$ cat config.mk
export PLATFORM = sky130hd
export DESIGN_NAME = instr_prefetch
export DESIGN_NICKNAME = d
export VERILOG_FILES = /design/src/rtl/instr_prefetch.sv
export SDC_FILE = /design/constraint.sdc
export NUM_CORES = 1
export LEC_CHECK = 0
export BUFFER_PORTS_ARGS = -buffer_cell sky130_fd_sc_hd__buf_2
export CORE_UTILIZATION = 50
export DETAILED_ROUTE_END_ITERATION = 7
export PLACE_DENSITY = 0.79
export SYNTH_ARGS = -nofsm -noshare
export SYNTH_HDL_FRONTEND = slang
export SYNTH_SLANG_ARGS = --single-unit
$ cat constraint.sdc
create_clock -name clk -period 4.05 [get_ports clk]
set_input_delay 0.81 -clock clk [delete_from_list [all_inputs] [get_ports clk]]
set_output_delay 0.81 -clock clk [all_outputs]
set_load 0.005 [all_outputs]
$ cat src/rtl/instr_prefetch.sv
// Sequential instruction prefetcher: credit-limited fetch into a DEPTH-entry {pc, instr} FIFO with redirect flush.
// Optional stall counter port enabled by defining INSTR_PREFETCH_STALL_COUNT_EN.
module instr_prefetch #(
    parameter int unsigned WORD_WIDTH = 16,
    parameter int unsigned DEPTH      = 4,
    parameter logic [WORD_WIDTH-1:0] RESET_ADDR = '0
) (
    input  logic                  clk,
    input  logic                  reset,
    output logic                  mem_req,
    output logic [WORD_WIDTH-1:0] mem_addr,
    input  logic [WORD_WIDTH-1:0] mem_data,
    input  logic                  redirect,
    input  logic [WORD_WIDTH-1:0] redirect_addr,
    output logic                  out_valid,
    input  logic                  out_ready,
    output logic [WORD_WIDTH-1:0] out_instr,
    output logic [WORD_WIDTH-1:0] out_pc
`ifdef INSTR_PREFETCH_STALL_COUNT_EN
    ,
    output logic [31:0]           stall_count
`endif
);

    localparam int unsigned PTR_W = $clog2(DEPTH);
    localparam int unsigned CNT_W = PTR_W + 1;

    logic [WORD_WIDTH-1:0] pc_q, pc_d;
    logic [PTR_W-1:0]      rd_ptr_q, rd_ptr_d;
    logic [PTR_W-1:0]      wr_ptr_q, wr_ptr_d;
    logic [CNT_W-1:0]      count_q, count_d;
    logic                  inflight_q, inflight_d;
    logic [WORD_WIDTH-1:0] inflight_pc_q, inflight_pc_d;

    logic [WORD_WIDTH-1:0] fifo_pc_q    [DEPTH];
    logic [WORD_WIDTH-1:0] fifo_instr_q [DEPTH];

    logic             pop;
    logic             push;
    logic [CNT_W:0]   occupancy;

    assign out_valid = (count_q != '0);
    assign out_instr = fifo_instr_q[rd_ptr_q];
    assign out_pc    = fifo_pc_q[rd_ptr_q];
    assign pop       = out_valid && out_ready;
    assign push      = inflight_q && !redirect;
    assign mem_addr  = pc_q;

    // Credit counts the in-flight word so its response always has a free slot.
    always_comb begin
        occupancy = {1'b0, count_q} + {{CNT_W{1'b0}}, inflight_q} - {{CNT_W{1'b0}}, pop};
        mem_req   = !reset && !redirect && (occupancy < (CNT_W+1)'(DEPTH));
    end

    always_comb begin
        pc_d          = pc_q;
        rd_ptr_d      = rd_ptr_q;
        wr_ptr_d      = wr_ptr_q;
        count_d       = count_q;
        inflight_d    = 1'b0;
        inflight_pc_d = inflight_pc_q;
        if (reset) begin
            pc_d     = RESET_ADDR;
            rd_ptr_d = '0;
            wr_ptr_d = '0;
            count_d  = '0;
        end else if (redirect) begin
            pc_d     = redirect_addr;
            rd_ptr_d = '0;
            wr_ptr_d = '0;
            count_d  = '0;
        end else begin
            if (push) begin
                wr_ptr_d = wr_ptr_q + PTR_W'(1);
            end
            if (pop) begin
                rd_ptr_d = rd_ptr_q + PTR_W'(1);
            end
            case ({push, pop})
                2'b10:   count_d = count_q + CNT_W'(1);
                2'b01:   count_d = count_q - CNT_W'(1);
                default: count_d = count_q;
            endcase
            if (mem_req) begin
                pc_d          = pc_q + WORD_WIDTH'(1);
                inflight_d    = 1'b1;
                inflight_pc_d = pc_q;
            end
        end
    end

    always_ff @(posedge clk) begin
        pc_q          <= pc_d;
        rd_ptr_q      <= rd_ptr_d;
        wr_ptr_q      <= wr_ptr_d;
        count_q       <= count_d;
        inflight_q    <= inflight_d;
        inflight_pc_q <= inflight_pc_d;
    end

    // Storage is not reset; out_instr/out_pc are only meaningful while out_valid.
    always_ff @(posedge clk) begin
        if (!reset && push) begin
            fifo_pc_q[wr_ptr_q]    <= inflight_pc_q;
            fifo_instr_q[wr_ptr_q] <= mem_data;
        end
    end

`ifdef INSTR_PREFETCH_STALL_COUNT_EN
    logic [31:0] stall_count_q, stall_count_d;

    always_comb begin
        stall_count_d = stall_count_q;
        if (reset) begin
            stall_count_d = '0;
        end else if (!out_valid && (stall_count_q != '1)) begin
            stall_count_d = stall_count_q + 32'd1;
        end
    end

    always_ff @(posedge clk) begin
        stall_count_q <= stall_count_d;
    end

    assign stall_count = stall_count_q;
`endif

endmodule
After elaboration in Yosys (flattened, before gate mapping):

Memory sizes are Yosys's and may differ from the RTL's. A register that Yosys moved wholly into a read port is not among the register bits.
Index checks and enable logic that the tools add are counted.

* register bits: 40
* memory bits (writable): 128
* memories kept: 2

* eq/ne operators: 2
* add/subtract/negate cells: 7
* bitwise operators: 2
* reductions and logical operators: 12
* mux-type cells: 10
* order comparisons: 1

Memory list
* fifo_instr_q: depth 4, bits a word 16, read ports 1, clocked after Yosys merged registers in 1, wr ports 1, RTL line 36 `logic [WORD_WIDTH-1:0] fifo_instr_q [DEPTH];`
* fifo_pc_q: depth 4, bits a word 16, read ports 1, clocked after Yosys merged registers in 1, wr ports 1, RTL line 35 `logic [WORD_WIDTH-1:0] fifo_pc_q [DEPTH];`

Operator list (count)
* $mux 16: 2
* $add 16x1->16 const B: 1
* $mux 2: 4
* $pmux 3 s2: 1
* $logic_and 1x1->1: 5
* $add 2x1->2 const B: 2
* $add 3x1->4: 1
* $lt 4x3->1 const B: 1
* $reduce_bool 2->1: 2
* $sub 4x1->4: 1
* $add 3x1->3 const B: 1
* $mux 1: 3
* $reduce_and 3->1: 1
* $reduce_bool 3->1: 1
* $sub 3x1->3 const B: 1
* $eq 2x1->1 const B: 1
* $eq 2x2->1 const B: 1
* $logic_not 1->1: 2
* $not 1->1: 2
* $reduce_or 2->1: 1

Depth between registers and ports, before layout:

* word-level depth: 7
* mapped depth: 11
* mapped depth without buffers: 10

Worst setup path before layout:

No wires, ideal clock.

* path type: register to output
* start: register count_q[2]
* end: output mem_req
* path buffers: 0
* required time: 3.240 ns
* stages on the path, launching flop included: 10
* arrival time: 3.134 ns
* path slack: 0.106 ns
* cell sequence: dfxtp_1 -> or3_2 -> and2_1 -> ha_1 -> inv_1 -> ha_1 -> and3b_1 -> or4_4 -> and2_0 -> nor2_1

* longest elaborated chain between the ends: 5

Ends and longest elaborated chain
* start: declaration: RTL line 31 `logic [CNT_W-1:0] count_q, count_d;`
* start signal: assignment: RTL line 96 `count_q <= count_d;`
* $reduce_bool 3->1: RTL line 42 `assign out_valid = (count_q != '0);`
* net out_valid: RTL line 15 `output logic out_valid,`
* $logic_and 1x1->1: RTL line 45 `assign pop = out_valid && out_ready;`
* net pop: RTL line 38 `logic pop;`
* $sub 4x1->4: RTL line 51 `occupancy = {1'b0, count_q} + {{CNT_W{1'b0}}, inflight_q} - {{CNT_W{1'b0}}, pop};`
* $lt 4x3->1: RTL line 52 `mem_req = !reset && !redirect && (occupancy < (CNT_W+1)'(DEPTH));`
* $logic_and 1x1->1: RTL line 52
* end: declaration: RTL line 10 `output logic mem_req,`

The timed path passes the listed nets, and every way through them passes these cells.

Worst setup path after layout:

* start: register count_q[2]
* end: output mem_req

* longest elaborated chain between the ends: 5

Ends and longest elaborated chain (RTL line)
* $reduce_bool 3->1: 42
* $logic_and 1x1->1: 45
* net pop: 38
* $sub 4x1->4: 51
* $lt 4x3->1: 52
* $logic_and 1x1->1: 52

The timed path passes the listed nets, and every way through them passes these cells.

==> metrics.md <==
| Metric | Value |
|---|---|
| Rel. slew slack | 0.422 |
| Synth Cell Area | 6610 sq um |
| Antenna Violating Nets Remaining | 0 |
| Vias | 3,403 |
| # DRC | 0 |
| FFs w/ async S/R, synth | 0 |
| Minimum clock period | 3.93 ns |
| Commonest non-fill, non-tap cell in the layout | edfxtp_1 |
| Count of final setup violators | 0 |
| # fillers | 916 |
| GRT Util Overall | 0.183 |
| First-pass DRT Iterations | 4 |
| Die Y | 117 microns |
| Die area | 13,700 sq um |
| Worst-path clk slew | 0.06 ns |
| Min-delay worst type | flop to flop |
| Slew Limit Fails | 0 |
| GP Congestion | 0.921 |
| PnR worst setup slack | 0.116 ns |
| RSZ-0062 raised after global routing | false |
| Post-synth top flop | edfxtp_1 |
| Initial DRC count | 220 |
| Overflow after GRT | 0 |
| Wire length per cell | 17.9 microns |
| Slew @ Worst Pin | 0.867 ns |
| Outcome | complete, no violations |
| Peak VDD IR | 348 uV |
| Port-buffer cells | 85 |
| Max Freq | 254 MHz |
| Critical path class | flop to primary output |
| DRT Wirelength | 11.4 mm |
| Finished Cell Area | 7800 sq um |
| Unique masters post-synth | 47 |
| Worst EP required | 3.24 ns |
| Synth warn | 0 |
| Die width | 117 microns |
| Core area | 12,800 sq um |
| Syn Nets | 401 |
| Starting density of the core | 0.517 |
| Layout Skew | 0.00742 ns |
| Cells after Synth | 355 |
| Clock latency on the worst-skew pair | 0.41 ns |
| N_diodes | 0 |
| Setup_tns | 0 ns |
| EDFF count, synth | 144 |
| First-pass GRT wire length | 18.0 mm |
| DR vias/cell | 5.38 |
| CTS buffer count | 17 |
| Total I/O pin count | 86 |
| Hold Fails Final Rpt | 0 |
| Syn avg cell area | 18.6 sq um |
| Area grow syn2layout | 18.0% |
| CP endpoint kind | primary output |
| Max Fanout on Critical Path | 6 |
| Most frequent cells in the layout | edfxtp_1 (144), buf_2 (85), mux4_2 (32) |
| Pleak | 2.64 nW |
| Nets@finish | 494 |
| Sequential area share after synthesis | 0.733 |
| Row count | 41 |
| Clock root cell | clkbuf_16 |
| Setup WS pre-CTS | 0.330 ns |
| DP Wirelength | 7.21 mm |
| TritonCTS clock tree | done |
| Placed Area | 7210 sq um |
| H-tree depth | 4 |
| Vias in the first global route | 3,588 |
| Worst path arrival time | 3.12 ns |
| Layout cells sized above 1 | 0.373 |
| Max-cap viol count | 0 |
| Critical Path Start Type | flop |
| CTS sink cnt | 170 |
| CTS hold repair buffers | 0 |
| P per Cell Area | 464 nW/um^2 |
| Clk buf depth | 2 |
| Initial antenna violation count | 0 |
| Final period util | 0.971 |
| Pin count of the biggest net entering global routing | 33 |
| Flops & latches, synth | 170 |
## per-layer routing
layer / vias to the layer above / track usage / wire, microns
li1: 1594 / - / -
met1: 1682 / 0.229 / 4870
met2: 121 / 0.315 / 5740
met3: 6 / 0.0458 / 703
met4: 0 / 0.0574 / 51
met5: - / 0 / 0
## where the power goes
part	switching, W	total [W]	leakage (nW)	internal, W
combinational	0.0000611	0.000117	0.842	0.0000555
clock	0.000633	0.00154	0.275	0.000909
sequential	0.0000311	0.00196	1.52	0.00193
## worst paths after layout
kind,start,to,slack (ns),cells past startpoint
worst max register to register,count_q[2]$_SDFFE_PN0P_,mem_addr[8]$_SDFFE_PP0P_,0.73,11
worst max-delay path,count_q[2]$_SDFFE_PN0P_,mem_req,0.12,10
worst min-delay path,mem_addr[15]$_SDFFE_PP0P_,inflight_pc_q[15]$_DFFE_PP_,0.49,0
worst min register to register,mem_addr[15]$_SDFFE_PP0P_,inflight_pc_q[15]$_DFFE_PP_,0.49,0
## through the flow
stage	utilization	cells	total power, W	hold WS [ns]
after floorplan	-	355	0.00205	0.459
after global placement	0.565	600	0.00211	0.468
after detailed placement	0.565	600	0.00211	0.474
after CTS	0.610	633	0.00364	0.491
after global routing	0.610	633	0.00373	0.505
final	0.610	633	0.00362	0.487
## synth_stat cells, types with 3 or more instances
| library cell | instances | area, sq um |
|---|---|---|
| a2111oi_2 | 3 | 45.0 |
| a211oi_1 | 13 | 97.6 |
| a21oi_1 | 7 | 35.0 |
| and3_1 | 4 | 25.0 |
| and4_1 | 3 | 26.3 |
| buf_2 | 6 | 30.0 |
| clkbuf_1 | 5 | 18.8 |
| dfxtp_1 | 26 | 521 |
| edfxtp_1 | 144 | 4320 |
| ha_1 | 9 | 113 |
| inv_1 | 14 | 52.6 |
| mux4_2 | 32 | 721 |
| nand2_1 | 10 | 37.5 |
| nand3_1 | 4 | 20.0 |
| nor2_1 | 21 | 78.8 |
| xnor2_1 | 13 | 114 |
| xor2_1 | 3 | 26.3 |
## registers in the layout (all words and copies together) (netlist names), named ones only
register	count
mem_addr	16
wr_ptr_q	2
fifo_pc_q	64
inflight_q	1
inflight_pc_q	16
rd_ptr_q	2
count_q	3
fifo_instr_q	64
## repair_timing
action	in CTS	in global routing
setup endpoints to repair	1	1
pin swaps	1	0
setup buffers	1	0
gates resized for setup	1	3
## area by class of cell
cell class | count | area, sq um | share of cell area
multi-input combinational | 153 | 1620 | 0.208
timing repair buffer | 91 | 483 | 0.0619
clock buffer | 18 | 429 | 0.0550
clock inverter | 14 | 145 | 0.0186
tap | 172 | 215 | 0.0276
sequential | 170 | 4850 | 0.621
inverter | 15 | 56.3 | 0.00722
## logic make-up (layout without fill, tap and decap cells)
group,after synthesis,in the layout,synth area share
buffers and inverters,32,138,0.0227
and+or+nand+nor,55,55,0.0430
DFF,170,170,0.733
AOI/OAI and AO/OA,38,38,0.0477
muxes,34,34,0.112
adders and majority gates,10,10,0.0201
xor gates and xnor gates,16,16,0.0212
## worst max-delay path, stage by stage, from the launching register on
cell and delay [ns]:
dfxtp_1 0.35, or3_2 0.49, and2_2 0.24, ha_1 0.20, inv_1 0.06, ha_1 0.21, and3b_1 0.18, or4_4 0.52
and2_2 0.23, nor2_2 0.11, buf_2 0.12
No activity file was read; power rests on OpenSTA's default activity.
